## src/rtl/ahb_lite_fabric.sv

```systemverilog
// rtl/ahb_lite_fabric.sv - AHB-Lite decoder/response mux with default error satellite; optional macro AHB_LITE_FABRIC_TIMEOUT_EN
module ahb_lite_fabric #(
  parameter int                    NUM_SAT  = 3,
  parameter int                    DATA_W   = 32,
  parameter logic [NUM_SAT*32-1:0] SAT_BASE = {32'h4000_2000, 32'h4000_1000, 32'h4000_0000},
  parameter logic [NUM_SAT*32-1:0] SAT_MASK = {3{32'hFFFF_F000}}
) (
  input  logic                      clk,
  input  logic                      nrst,
  input  logic [31:0]               haddr,
  input  logic [1:0]                htrans,
  input  logic                      hwrite,
  input  logic [2:0]                hsize,
  input  logic [DATA_W-1:0]         hwdata,
  output logic [DATA_W-1:0]         hrdata,
  output logic                      hready,
  output logic                      hresp,
  output logic [NUM_SAT-1:0]        s_hsel,
  output logic [31:0]               s_haddr,
  output logic [1:0]                s_htrans,
  output logic                      s_hwrite,
  output logic [2:0]                s_hsize,
  output logic [DATA_W-1:0]         s_hwdata,
  output logic                      s_hreadyin,
  input  logic [NUM_SAT*DATA_W-1:0] s_hrdata,
  input  logic [NUM_SAT-1:0]        s_hreadyout,
  input  logic [NUM_SAT-1:0]        s_hresp,
  output logic [15:0]               err_count
);

  localparam int IDX_W = (NUM_SAT > 1) ? $clog2(NUM_SAT) : 1;

  typedef enum logic [1:0] {ST_IDLE, ST_ERR1, ST_ERR2} dstate_t;

  dstate_t          state, state_nxt;
  logic             owner_def, owner_def_nxt;
  logic [IDX_W-1:0] owner_idx, owner_idx_nxt;
  logic [15:0]      err_nxt;
  logic             hit;
  logic [IDX_W-1:0] hit_idx;
  logic             unmapped_active;
`ifdef AHB_LITE_FABRIC_TIMEOUT_EN
  logic [9:0]       to_cnt, to_nxt;
  logic             to_fire;
`endif

  // Satellite signals are plain broadcasts of the controller side.
  assign s_haddr    = haddr;
  assign s_htrans   = htrans;
  assign s_hwrite   = hwrite;
  assign s_hsize    = hsize;
  assign s_hwdata   = hwdata;
  assign s_hreadyin = hready;

  // Address decode; scanning downward lets the lowest matching index win.
  always_comb begin
    hit     = 1'b0;
    hit_idx = '0;
    for (int i = NUM_SAT - 1; i >= 0; i--) begin
      if ((haddr & SAT_MASK[32*i +: 32]) == (SAT_BASE[32*i +: 32] & SAT_MASK[32*i +: 32])) begin
        hit     = 1'b1;
        hit_idx = IDX_W'(i);
      end
    end
    s_hsel = hit ? (NUM_SAT'(1) << hit_idx) : '0;
  end

  // Response mux from the data-phase owner, or the default satellite's error sequence.
  always_comb begin
    hready = 1'b1;
    hresp  = 1'b0;
    hrdata = '0;
`ifdef AHB_LITE_FABRIC_TIMEOUT_EN
    to_fire = !owner_def && (to_cnt == 10'h3FF);
`endif
    if (!owner_def) begin
      hready = s_hreadyout[owner_idx];
      hresp  = s_hresp[owner_idx];
      hrdata = s_hrdata[owner_idx*DATA_W +: DATA_W];
    end else begin
      case (state)
        ST_ERR1: begin hready = 1'b0; hresp = 1'b1; end
        ST_ERR2: begin hready = 1'b1; hresp = 1'b1; end
        default: ;
      endcase
    end
`ifdef AHB_LITE_FABRIC_TIMEOUT_EN
    // A stuck satellite is cut off with the first half of an ERROR response.
    if (to_fire) begin
      hready = 1'b0;
      hresp  = 1'b1;
    end
`endif
  end

  // Next owner, default-satellite state and error counter.
  always_comb begin
    state_nxt       = state;
    owner_def_nxt   = owner_def;
    owner_idx_nxt   = owner_idx;
    err_nxt         = err_count;
    unmapped_active = hready && !hit && htrans[1];
    if (hready && hresp && (err_count != 16'hFFFF))
      err_nxt = err_count + 16'd1;
    if (hready) begin
      owner_def_nxt = !hit;
      owner_idx_nxt = hit_idx;
    end
    case (state)
      ST_IDLE: if (unmapped_active) state_nxt = ST_ERR1;
      ST_ERR1: state_nxt = ST_ERR2;
      ST_ERR2: state_nxt = unmapped_active ? ST_ERR1 : ST_IDLE;
      default: state_nxt = ST_IDLE;
    endcase
`ifdef AHB_LITE_FABRIC_TIMEOUT_EN
    to_nxt = (hready || owner_def) ? 10'd0 : to_cnt + 10'd1;
    // Second cycle of the timeout error is delivered by the default satellite.
    if (to_fire) begin
      owner_def_nxt = 1'b1;
      state_nxt     = ST_ERR2;
      to_nxt        = 10'd0;
    end
`endif
  end

  // State registers with synchronous reset; reset wins over any pending response.
  always_ff @(posedge clk) begin
    if (nrst) begin
      state     <= ST_IDLE;
      owner_def <= 1'b1;
      owner_idx <= '0;
      err_count <= 16'd0;
`ifdef AHB_LITE_FABRIC_TIMEOUT_EN
      to_cnt    <= 10'd0;
`endif
    end else begin
      state     <= state_nxt;
      owner_def <= owner_def_nxt;
      owner_idx <= owner_idx_nxt;
      err_count <= err_nxt;
`ifdef AHB_LITE_FABRIC_TIMEOUT_EN
      to_cnt    <= to_nxt;
`endif
    end
  end

endmodule

```

## config.mk

```make
export PLATFORM = sky130hd
export DESIGN_NAME = ahb_lite_fabric
export DESIGN_NICKNAME = d
export VERILOG_FILES = /design/src/rtl/ahb_lite_fabric.sv
export SDC_FILE = /design/constraint.sdc
export NUM_CORES = 1
export LEC_CHECK = 0
export BUFFER_PORTS_ARGS = -buffer_cell sky130_fd_sc_hd__clkbuf_2
export CELL_PAD_IN_SITES_DETAIL_PLACEMENT = 1
export CELL_PAD_IN_SITES_GLOBAL_PLACEMENT = 2
export CORE_AREA = 8 8 144 132
export CTS_BUF_LIST = sky130_fd_sc_hd__clkbuf_8
export DETAILED_ROUTE_END_ITERATION = 7
export DIE_AREA = 0 0 152 140
export PLACE_DENSITY_LB_ADDON = 0.08
export SLEW_MARGIN = 10
export SYNTH_ARGS = -nofsm -noshare
export SYNTH_HDL_FRONTEND = slang
export SYNTH_SLANG_ARGS = --single-unit
```

## constraint.sdc

```tcl
create_clock -name clk -period 5.2 [get_ports clk]
set_input_delay 0.26 -clock clk [delete_from_list [all_inputs] [get_ports clk]]
set_output_delay 0.26 -clock clk [all_outputs]
set_load 0.02 [all_outputs]
```

---- Yosys cells after proc, flatten, opt, wreduce, memory -nomap -nowiden ----
Cells that the tools add are included.
word-level totals
  register bits ........................... 21
  latch bits .............................. 0
  RAM bits ................................ 0
  memory bits (read-only) ................. 0
  bits of input ports ..................... 174
  output and inout port bits .............. 124
  logic and storage cells ................. 41
  memories kept ........................... 0
operators by class
  add/sub/neg operators ................... 1
  multipliers ............................. 0
  divide/modulo/power cells ............... 0
  magnitude comparators ................... 1
  equality and inequality tests ........... 7
  shift operators ......................... 2
  multiplexer cells ....................... 19
  bitwise operators ....................... 0
  reduce and logical (&&, ||, !) cells .... 7
operator list
  operator                                                                      number
  96-bit by 8-bit indexed part select with 32-bit output                        1
  20-bit by 19-bit equality test with 1-bit output, second input constant       3
  32-bit 2-to-1 mux                                                             1
  16-bit by 1-bit adder with 16-bit output, second input constant               1
  16-bit inequality test, second input constant                                 1
  1-bit 2-to-1 mux                                                              10
  2-bit 2-to-1 mux                                                              4
  2-bit case mux with 3 select lines                                            1
  1-bit binary-select mux with 2-bit select                                     2
  1-bit logical AND                                                             4
  2-bit by 3-bit less-than comparator with 1-bit output, second input constant  1
  3-bit 2-to-1 mux                                                              1
  1-bit by 2-bit << shifter with 3-bit output, first input constant             1
  2-bit by 1-bit equality test with 1-bit output, second input constant         1
  2-bit equality test, second input constant                                    1
  2-bit logical NOT                                                             1
  2-bit inequality test, second input constant                                  1
  2-bit OR reduction                                                            1
  1-bit logical NOT                                                             1

---- Longest topological paths before layout ----
Gate-level depths: netlist of run 1.
  depth after elaboration ................. 9
  mapped depth ............................ 8

---- Least setup slack after synthesis of run 1 ----
No wires, ideal clock.
  kind .................................... register to register
  from .................................... reg state[0]
  to ...................................... reg err_count[9]
  library setup time ...................... 121 ps
  data arrival time ....................... 1910 ps
  required time ........................... 5079 ps
  path slack .............................. 3169 ps
  stages on the path, launching flop included .. 9
  cell sequence ........................... dfxtp_1 -> inv_1 -> ha_1 -> and3b_1 -> o22a_1 -> o32ai_2 -> buf_6 -> nor4b_1 -> mux2_2
on the way
  cells in the longest elaborated chain, start to end .. 6
  elaborated cells between the ends (all ways) .. 9
  classes of those cells .................. eq/ne: 2; mux: 4; reduce/logical: 3
RTL lines
  item                                                                                          RTL line  text
  start, declared                                                                               35        dstate_t state, state_nxt;
  start signal, assigned                                                                        137       state <= state_nxt;
  2-bit equality test / 2-bit by 1-bit equality test with 1-bit output (equally long branches)  81        case (state)
  2-bit OR reduction (no line)                                                                  --
  1-bit 2-to-1 mux                                                                              81
  1-bit 2-to-1 mux                                                                              76        if (!owner_def) begin
  1-bit logical AND * (2 in a row)                                                              103       if (hready && hresp && (err_count != 16'hFFFF))
  end signal, assigned                                                                          140       err_count <= err_nxt;
  end, declared                                                                                 28        output logic [15:0] err_count
Mark *: on every way between the ends. The rest lies on a longest branch, timed or not.
A chain may end at the register's enable or synchronous reset.

---- Worst setup path in the final report of run 1 ----
  from .................................... reg owner_idx[1]
  to ...................................... out hresp
on the way
  cells in the longest elaborated chain, start to end .. 3
RTL lines
  item                                       RTL line  text
  start, declared                            37        logic [IDX_W-1:0] owner_idx, owner_idx_nxt;
  start signal, assigned                     139       owner_idx <= owner_idx_nxt;
  1-bit binary-select mux with 2-bit select  78        hresp = s_hresp[owner_idx];
  1-bit 2-to-1 mux (not written as such)     78
  1-bit 2-to-1 mux                           76
  end, declared                              17        output logic hresp,
Every way passes these cells. The select of a mux whose other input is x is not followed.

==> results of run 1 <==
synthesized netlist by cell type, types with 2 or more instances:
master,n,share of area
mux2_2,8,0.033
or4_1,6,0.016
nand2_1,10,0.014
a21oi_1,42,0.076
mux2i_1,35,0.13
dfxtp_1,21,0.15
nor3b_1,2,0.0054
or3_1,2,0.0045
nand2b_1,5,0.011
clkbuf_1,11,0.015
o31ai_1,6,0.016
nor2b_1,9,0.020
nand3_1,7,0.013
buf_1,3,0.0041
nor4b_1,2,0.0064
buf_4,71,0.19
nor2_1,75,0.10
and3b_1,3,0.0095
and3_1,3,0.0068
inv_1,7,0.0095
ha_1,6,0.027
nor4_1,6,0.014
and4_1,2,0.0064
buf_2,5,0.0091
o21ai_0,2,0.0036
or4b_1,2,0.0073
nand4_1,2,0.0045
nor3_1,3,0.0054
buf_6,3,0.012
nand4b_1,3,0.0095
or3b_2,2,0.0064
registers in the layout, indices dropped and copies added (netlist names):
register	cells
err_count	16
owner_idx	2
state	2
owner_def	1
cell usage in the layout (no fill, tap or decap), types with 2 or more instances in the layout:
cell	n
nor2_1	75
mux2_2	8
and3b_1	3
and4_1	2
nand2_1	10
a21oi_1	42
dfxtp_1	20
or4_1	6
nand4b_1	3
nor2b_1	8
or3b_2	2
and3_1	3
nor3b_1	2
nor3_1	3
nand4_1	2
nand3_1	7
inv_1	7
ha_1	6
nor4b_1	2
nor4_1	6
clkbuf_8	3
o21ai_0	2
mux2i_1	35
clkbuf_2	199
nand2b_1	5
buf_4	4
o31ai_1	6
or3_1	2
or4b_1	2
per-layer routing:
layer / part of all wire / vias up / wire length (µm)
li1: - / 1474 / -
met1: 0.41 / 1402 / 5120
met2: 0.50 / 153 / 6220
met3: 0.081 / 18 / 1020
met4: 0.013 / 0 / 159
met5: 0 / - / 0
per-stage QoR:
step	power (mW)	setup WS, ns	cell area, µm²	std cells	utilization
floorplan	0.567	3.17	2760	380	-
global placement	0.697	2.43	3410	701	0.205
detailed placement	0.697	2.39	3410	701	0.205
CTS	0.817	2.14	3450	705	0.208
global route	0.864	2.03	3450	705	0.208
finish	0.798	2.23	3450	705	0.208
final cells by class:
class | count | area, µm² | share of cell area
Timing Repair Buffer | 203 | 1030 | 0.297
Clock buffer | 3 | 41.3 | 0.0120
Sequential cell | 21 | 422 | 0.122
Inverter | 7 | 26.3 | 0.00761
Tap cell | 211 | 264 | 0.0764
Multi-Input combinational cell | 259 | 1670 | 0.483
Clock inverter | 1 | 5.00 | 0.00145
logic make-up (layout without fill, tap and decap cells):
group | Yosys count | in the layout | synth area share
flip-flops | 21 | 21 | 0.152
adder cells (fa/ha/maj) | 6 | 6 | 0.0272
AO/OA/AOI/OAI | 59 | 59 | 0.129
buffers and inverters | 100 | 214 | 0.243
AND/OR/NAND/NOR | 150 | 150 | 0.284
multiplexers | 44 | 44 | 0.164
worst max-delay path: cells and delay by family (launching register included):
kind	cells	cell delay, ns
AOI/OAI and AO/OA	1	0.08
buffers and inverters	2	0.50
DFF	1	1.09
muxes	1	0.27
and+or+nand+nor	2	0.47
worst max-delay path by stage:
stage / from / endpoint
4_1_cts: owner_idx[1]$_SDFFE_PP0P_ / hresp
3_3_place_gp: owner_idx[1]$_SDFFE_PP0P_ / err_count[9]$_SDFFE_PP0P_
2_1_floorplan: state[0]$_SDFFE_PP0P_ / err_count[9]$_SDFFE_PP0P_
5_1_grt: owner_idx[1]$_SDFFE_PP0P_ / hresp
3_5_place_dp: owner_idx[1]$_SDFFE_PP0P_ / err_count[9]$_SDFFE_PP0P_
6_report: owner_idx[1]$_SDFFE_PP0P_ / hresp
power by group through the flow:
stage          combinational, mW  sequential (mW)  clock (mW)
5_1_grt                    0.524            0.213       0.128
6_report                   0.475            0.208       0.115
3_5_place_dp               0.483            0.213           0
3_3_place_gp               0.484            0.213           0
4_1_cts                    0.486            0.209       0.122
2_1_floorplan              0.378            0.189           0
==> impl_results.md, run 1 <==
- Status: completed
- Min-Delay Startpoint: haddr[13]
- Die Y: 140 µm
- Starting Density: 0.166
- Diodes inserted: 0
- Gr ovfl total: 0
- Hold Fails Final Rpt: 0
- Post-synth EDFFs: 0
- CP Capture Type: output port
- Initial antenna violation count: 0
- P_int: roughly 0.40 mW
- CP required: 4.94 ns
- Seq/Total Area, Yosys: 0.152
- CTS H-Tree Depth: 1
- Main synth FF type: dfxtp_1
- CTS Buffer Depth: 2
- FF+latch count, synth: 21
- Unique masters post-synth: 47
- Gp weighted congestion: between 0.6 and 0.7
- Crit path time final: 2.97 ns
- Inserted Clock Buffers: 3
- Met1 usage: 0.124
- Setup violations, final: 0
- Post-CTS setup buffer count: 0
- Reg2reg path depth: 6
- Max FO, Critical Path: 39
- Die span in x: about 150 µm
- Critical path class: reg -> out
- Slew @ Worst Pin: ~1.2 ns
- Met2 GRT Util: 0.203
- Slowest cell on the critical path: dfxtp_2
- Largest net degree at the start of global routing: 40
- CORE AREA: 0.0166 mm²
- FMAX: 0.337 GHz
- Worst-path cell chain: nor2b_2, buf_4, nand2_1, o21ai_0, mux2_2, clkbuf_2
- Fin. max-slew vios: 0
- RSZ-0062 raised after global routing: false
- Met3 usage: 0.0366
- Start of the worst register-to-register path: owner_idx[1]$_SDFFE_PP0P_
- Mapped Area: 0.00276 mm²
- Cell area power density: 231 mW/mm²
- Setup Total Neg Slack: 0 ns
- Layout cells sized above 1: 0.453
- Worst R2R Setup Slack: 2.46 ns
- Post-synthesis async set-or-reset flop share: 0
- WHS Path Cells: 3
- Clock transition at the registers of the reported paths: 0.08 ns
- Clock power frac: 0.144
- Worst-Skew Late Latency: 0.27 ns
- Antenna viol nets, final: 0
- Mapped Nets: between 500 and 600
- Initial DRC count: 82
- Tot GR Track Use: 0.112
- Worst vdd ir: 0.0756 mV
- HP Class: in -> reg
- Critical path arrival: 2.71 ns
- Routed len/inst: 17.8 µm
- CTS resizes: 0
- Sink Count: 21
- Final WL: 12.5 mm
- Synth-to-Final Area Change: 25.2%
- Max incr delay on CP: 1.09 ns
- CP startpoint kind: register
- Die area: 0.0213 mm²
- Average vias per placed instance: 4.32
- P_leak: 1.62 nW
- Part of the cycle the worst path needs: 0.571
- NumNets Final: 675
- Reg2reg end: err_count[13]$_SDFFE_PP0P_
- Pre-Repair DR Iteration Count: 4
- Hold endpoint: owner_idx[1]$_SDFFE_PP0P_
- CTS Hold Bufs: 0
- Rows: 45
- GRT busiest layer: met2
- Buffers on Ports: approximately 200
- Vias in the first global route: 3273
- Mapped Avg Cell Area: between 7 and 8 µm²
- DRC viols: 0
- Sequential power share: 0.261
- Max_cap viols: 0
- Switch Pwr: 0.396 mW
- Filler Cells Inserted: 2114
- Hold_ws: about 0.36 ns
- Synth warn: 0
- Dpl hpwl: 10.5 mm
- Logic pwr share: 0.595
- Root buffer cell: clkbuf_8
- TritonCTS clock tree: yes
- Routed vias: between 3000 and 4000
- Clock Skew: 0.0128 ns
- IO Pins: 298
- First-pass GRT wire length: 19.5 mm
- Synth Instances: 380
- Switching share of power: 0.496
- Worst relative slew slack: 0.209
(Power assumes the default switching activity.)
==> inputs of run 2 (changes only) <==
--- a/config.mk
+++ b/config.mk
@@ -8,10 +8,10 @@
 export BUFFER_PORTS_ARGS = -buffer_cell sky130_fd_sc_hd__clkbuf_2
 export CELL_PAD_IN_SITES_DETAIL_PLACEMENT = 1
 export CELL_PAD_IN_SITES_GLOBAL_PLACEMENT = 2
-export CORE_AREA = 8 8 144 132
+export CORE_AREA = 8 8 148 136
 export CTS_BUF_LIST = sky130_fd_sc_hd__clkbuf_8
 export DETAILED_ROUTE_END_ITERATION = 7
-export DIE_AREA = 0 0 152 140
+export DIE_AREA = 0 0 156 144
 export PLACE_DENSITY_LB_ADDON = 0.08
 export SLEW_MARGIN = 10
 export SYNTH_ARGS = -nofsm -noshare
==> constraint.sdc (replaced) <==
create_clock -name clk -period 2.8 [get_ports clk]
set_input_delay 0.14 -clock clk [delete_from_list [all_inputs] [get_ports clk]]
set_output_delay 0.14 -clock clk [all_outputs]
set_load 0.02 [all_outputs]
==> impl_results.md, run 2 (same netlist as run 1, synthesis figures left out) <==
- FMAX: 0.436 GHz
- Sink Count: 21 (unchanged)
- Utilization after layout: 0.199 (was 0.208)
- DRC viols: 0 (unchanged)
- Post-CTS setup buffer count: 0 (unchanged)
- Initial DRC count: 108 (was 82)
- Max FO, Critical Path: 22 (was 39)
- Worst-Skew Late Latency: 0.27 ns (about the same)
- Part of the cycle the worst path needs: 0.819
- IO Pins: 298 (unchanged)
- Buffers on Ports: 199 (unchanged)
- Gp weighted congestion: 0.727 (was 0.698)
- Pwr Total: 1.49 mW (was 0.798 mW)
- CP Capture Type: register (was output port)
- Tot GR Track Use: 0.101 (was 0.112)
- Worst Setup SP: state[0]$_SDFFE_PP0P_ (was owner_idx[1]$_SDFFE_PP0P_)
- Rows: 47 (was 45)
- Routed vias: 3038 (was 3047)
- CTS H-Tree Depth: 1 (unchanged)
- CORE AREA: 0.0178 mm² (was 0.0166 mm²)
- Vias in the first global route: 3171 (was 3273)
- RSZ-0062 raised after global routing: false (unchanged)
- Dpl hpwl: 10.5 mm (about the same)
- Pre-Repair DR Iteration Count: 4 (unchanged)
- Status: completed (unchanged)
- Die Y: 144 µm (was 140 µm)
- Largest register FFs: 16 (unchanged)
- Critical path class: reg -> reg (was reg -> out)
- Crit path time final: 2.29 ns
- Routed len/inst: 16.6 µm (was 17.8 µm)
- Largest net degree at the start of global routing: 33 (was 40)
- First-pass GRT wire length: 18.2 mm (was 19.5 mm)
- CTS resizes: 0 (unchanged)
- Clock Skew: 0.00868 ns (was 0.0128 ns)
- Hold Fails Final Rpt: 0 (unchanged)
- Start of the worst register-to-register path: state[0]$_SDFFE_PP0P_ (was owner_idx[1]$_SDFFE_PP0P_)
- Max_cap viols: 0 (unchanged)
- Reg2reg end: err_count[9]$_SDFFE_PP0P_ (was err_count[13]$_SDFFE_PP0P_)
- Slew @ Worst Pin: 0.670 ns (was 1.19 ns)
- Fin. max-slew vios: 0 (unchanged)
- Reg2reg path depth: 8 (was 6)
- Gr ovfl total: 0 (unchanged)
- CTS Hold Bufs: 0 (unchanged)
- Commonest cells after routing, fill and taps aside: clkbuf_2 (199), nor2_1 (75), a21oi_1 (42) (unchanged)
- Worst relative slew slack: 0.554 (was 0.209)
- Die area: 0.0225 mm² (was 0.0213 mm²)
- Die span in x: 156 µm (was 152 µm)
- Reg with most FFs: err_count (unchanged)
- Setup Total Neg Slack: 0 ns (unchanged)
- NumNets Final: 682 (was 675)
- Root buffer cell: clkbuf_8 (unchanged)
- Layout cells sized above 1: 0.461 (was 0.453)
- Initial antenna violation count: 0 (unchanged)
- Critical Path Sink: err_count[9]$_SDFFE_PP0P_ (was hresp)
- Synth-to-Final Area Change: 28.7% (was 25.2%)
- Final WL: 12.4 mm (was 12.5 mm)
- Clock transition at the registers of the reported paths: 0.09 ns (was 0.08 ns)
- Starting Density: 0.155 (was 0.166)
- HP Class: in -> reg (unchanged)
- Cell area power density: 421 mW/mm² (was 231 mW/mm²)
- P_leak: 1.66 nW (was 1.62 nW)
- Diodes inserted: 0 (unchanged)
- TritonCTS clock tree: yes (unchanged)
- CTS Buffer Depth: 2 (unchanged)
- Antenna viol nets, final: 0 (unchanged)
- CP startpoint kind: register (unchanged)
- Most common cell after layout, fill and taps aside: clkbuf_2 (unchanged)
- Setup violations, final: 0 (unchanged)
- Inserted Clock Buffers: 3 (unchanged)
- Critical path arrival: 2.46 ns (was 2.71 ns)
- CP required: 2.97 ns (was 4.94 ns)
- Biggest regs: err_count x16, owner_idx x2, state x2 (unchanged)
- Worst vdd ir: 0.122 mV (was 0.0756 mV)
- Average vias per placed instance: 4.07 (was 4.32)
- Worst R2R Setup Slack: 0.51 ns (was 2.46 ns)
==> run 2: final cells by class <==
| cell class | count | area, µm² |
|---|---|---|
| Timing Repair Buffer | 210 | 1080 |
| Inverter | 7 | 26.3 |
| Clock buffer | 3 | 41.3 |
| Clock inverter | 1 | 5.00 |
| Fill cell | 2226 | 14300 |
| Sequential cell | 21 | 422 |
| Multi-Input combinational cell | 259 | 1670 |
| Tap cell | 245 | 307 |
==> run 2: how the worst min path moves through the flow <==
stage          startpoint                         to  depth (start not counted)
3_3_place_gp   hwdata[10]               s_hwdata[10]                          0
2_1_floorplan   haddr[13]  owner_idx[1]$_SDFFE_PP0P_                          2
4_1_cts         haddr[13]  owner_idx[1]$_SDFFE_PP0P_                          3
6_report        haddr[13]  owner_idx[1]$_SDFFE_PP0P_                          3
5_1_grt         haddr[13]  owner_idx[1]$_SDFFE_PP0P_                          3
3_5_place_dp   hwdata[10]               s_hwdata[10]                          0
==> run 2: per-layer routing <==
metal,part of all wire,wire length [µm],global-route usage
met1,0.41,5110,0.120
met4,0.012,143,0.0230
met5,0,0,0
met3,0.089,1100,0.0296
met2,0.49,6060,0.176
==> run 2: power by group <==
| group | internal, mW | switching (mW) | total [mW] | leakage [nW] |
|---|---|---|---|---|
| registers | 0.319 | 0.0194 | 0.338 | 0.170 |
| clock network | 0.0996 | 0.118 | 0.217 | 0.0255 |
| logic | 0.341 | 0.597 | 0.938 | 1.46 |
| total | 0.760 | 0.734 | 1.49 | 1.66 |
==> run 2: through the flow <==
step	cell area (µm²)	setup WS (ns)	hold slack (ns)	cells
6_report	3550	0.507	0.249	746
5_1_grt	3550	0.287	0.262	746
4_1_cts	3550	0.487	0.234	746
3_5_place_dp	3500	0.485	0.280	742
2_1_floorplan	2760	0.769	0.308	380
3_3_place_gp	3500	0.557	0.280	742
==> run 2: worst max-delay path, cell delays in order, from the launching register on <==
cell	delay, ns
dfxtp_1	0.41
inv_1	0.09
ha_1	0.32
and3b_1	0.20
o22a_1	0.15
o32ai_2	0.06
buf_4	0.21
nor4b_1	0.37
mux2_2	0.37
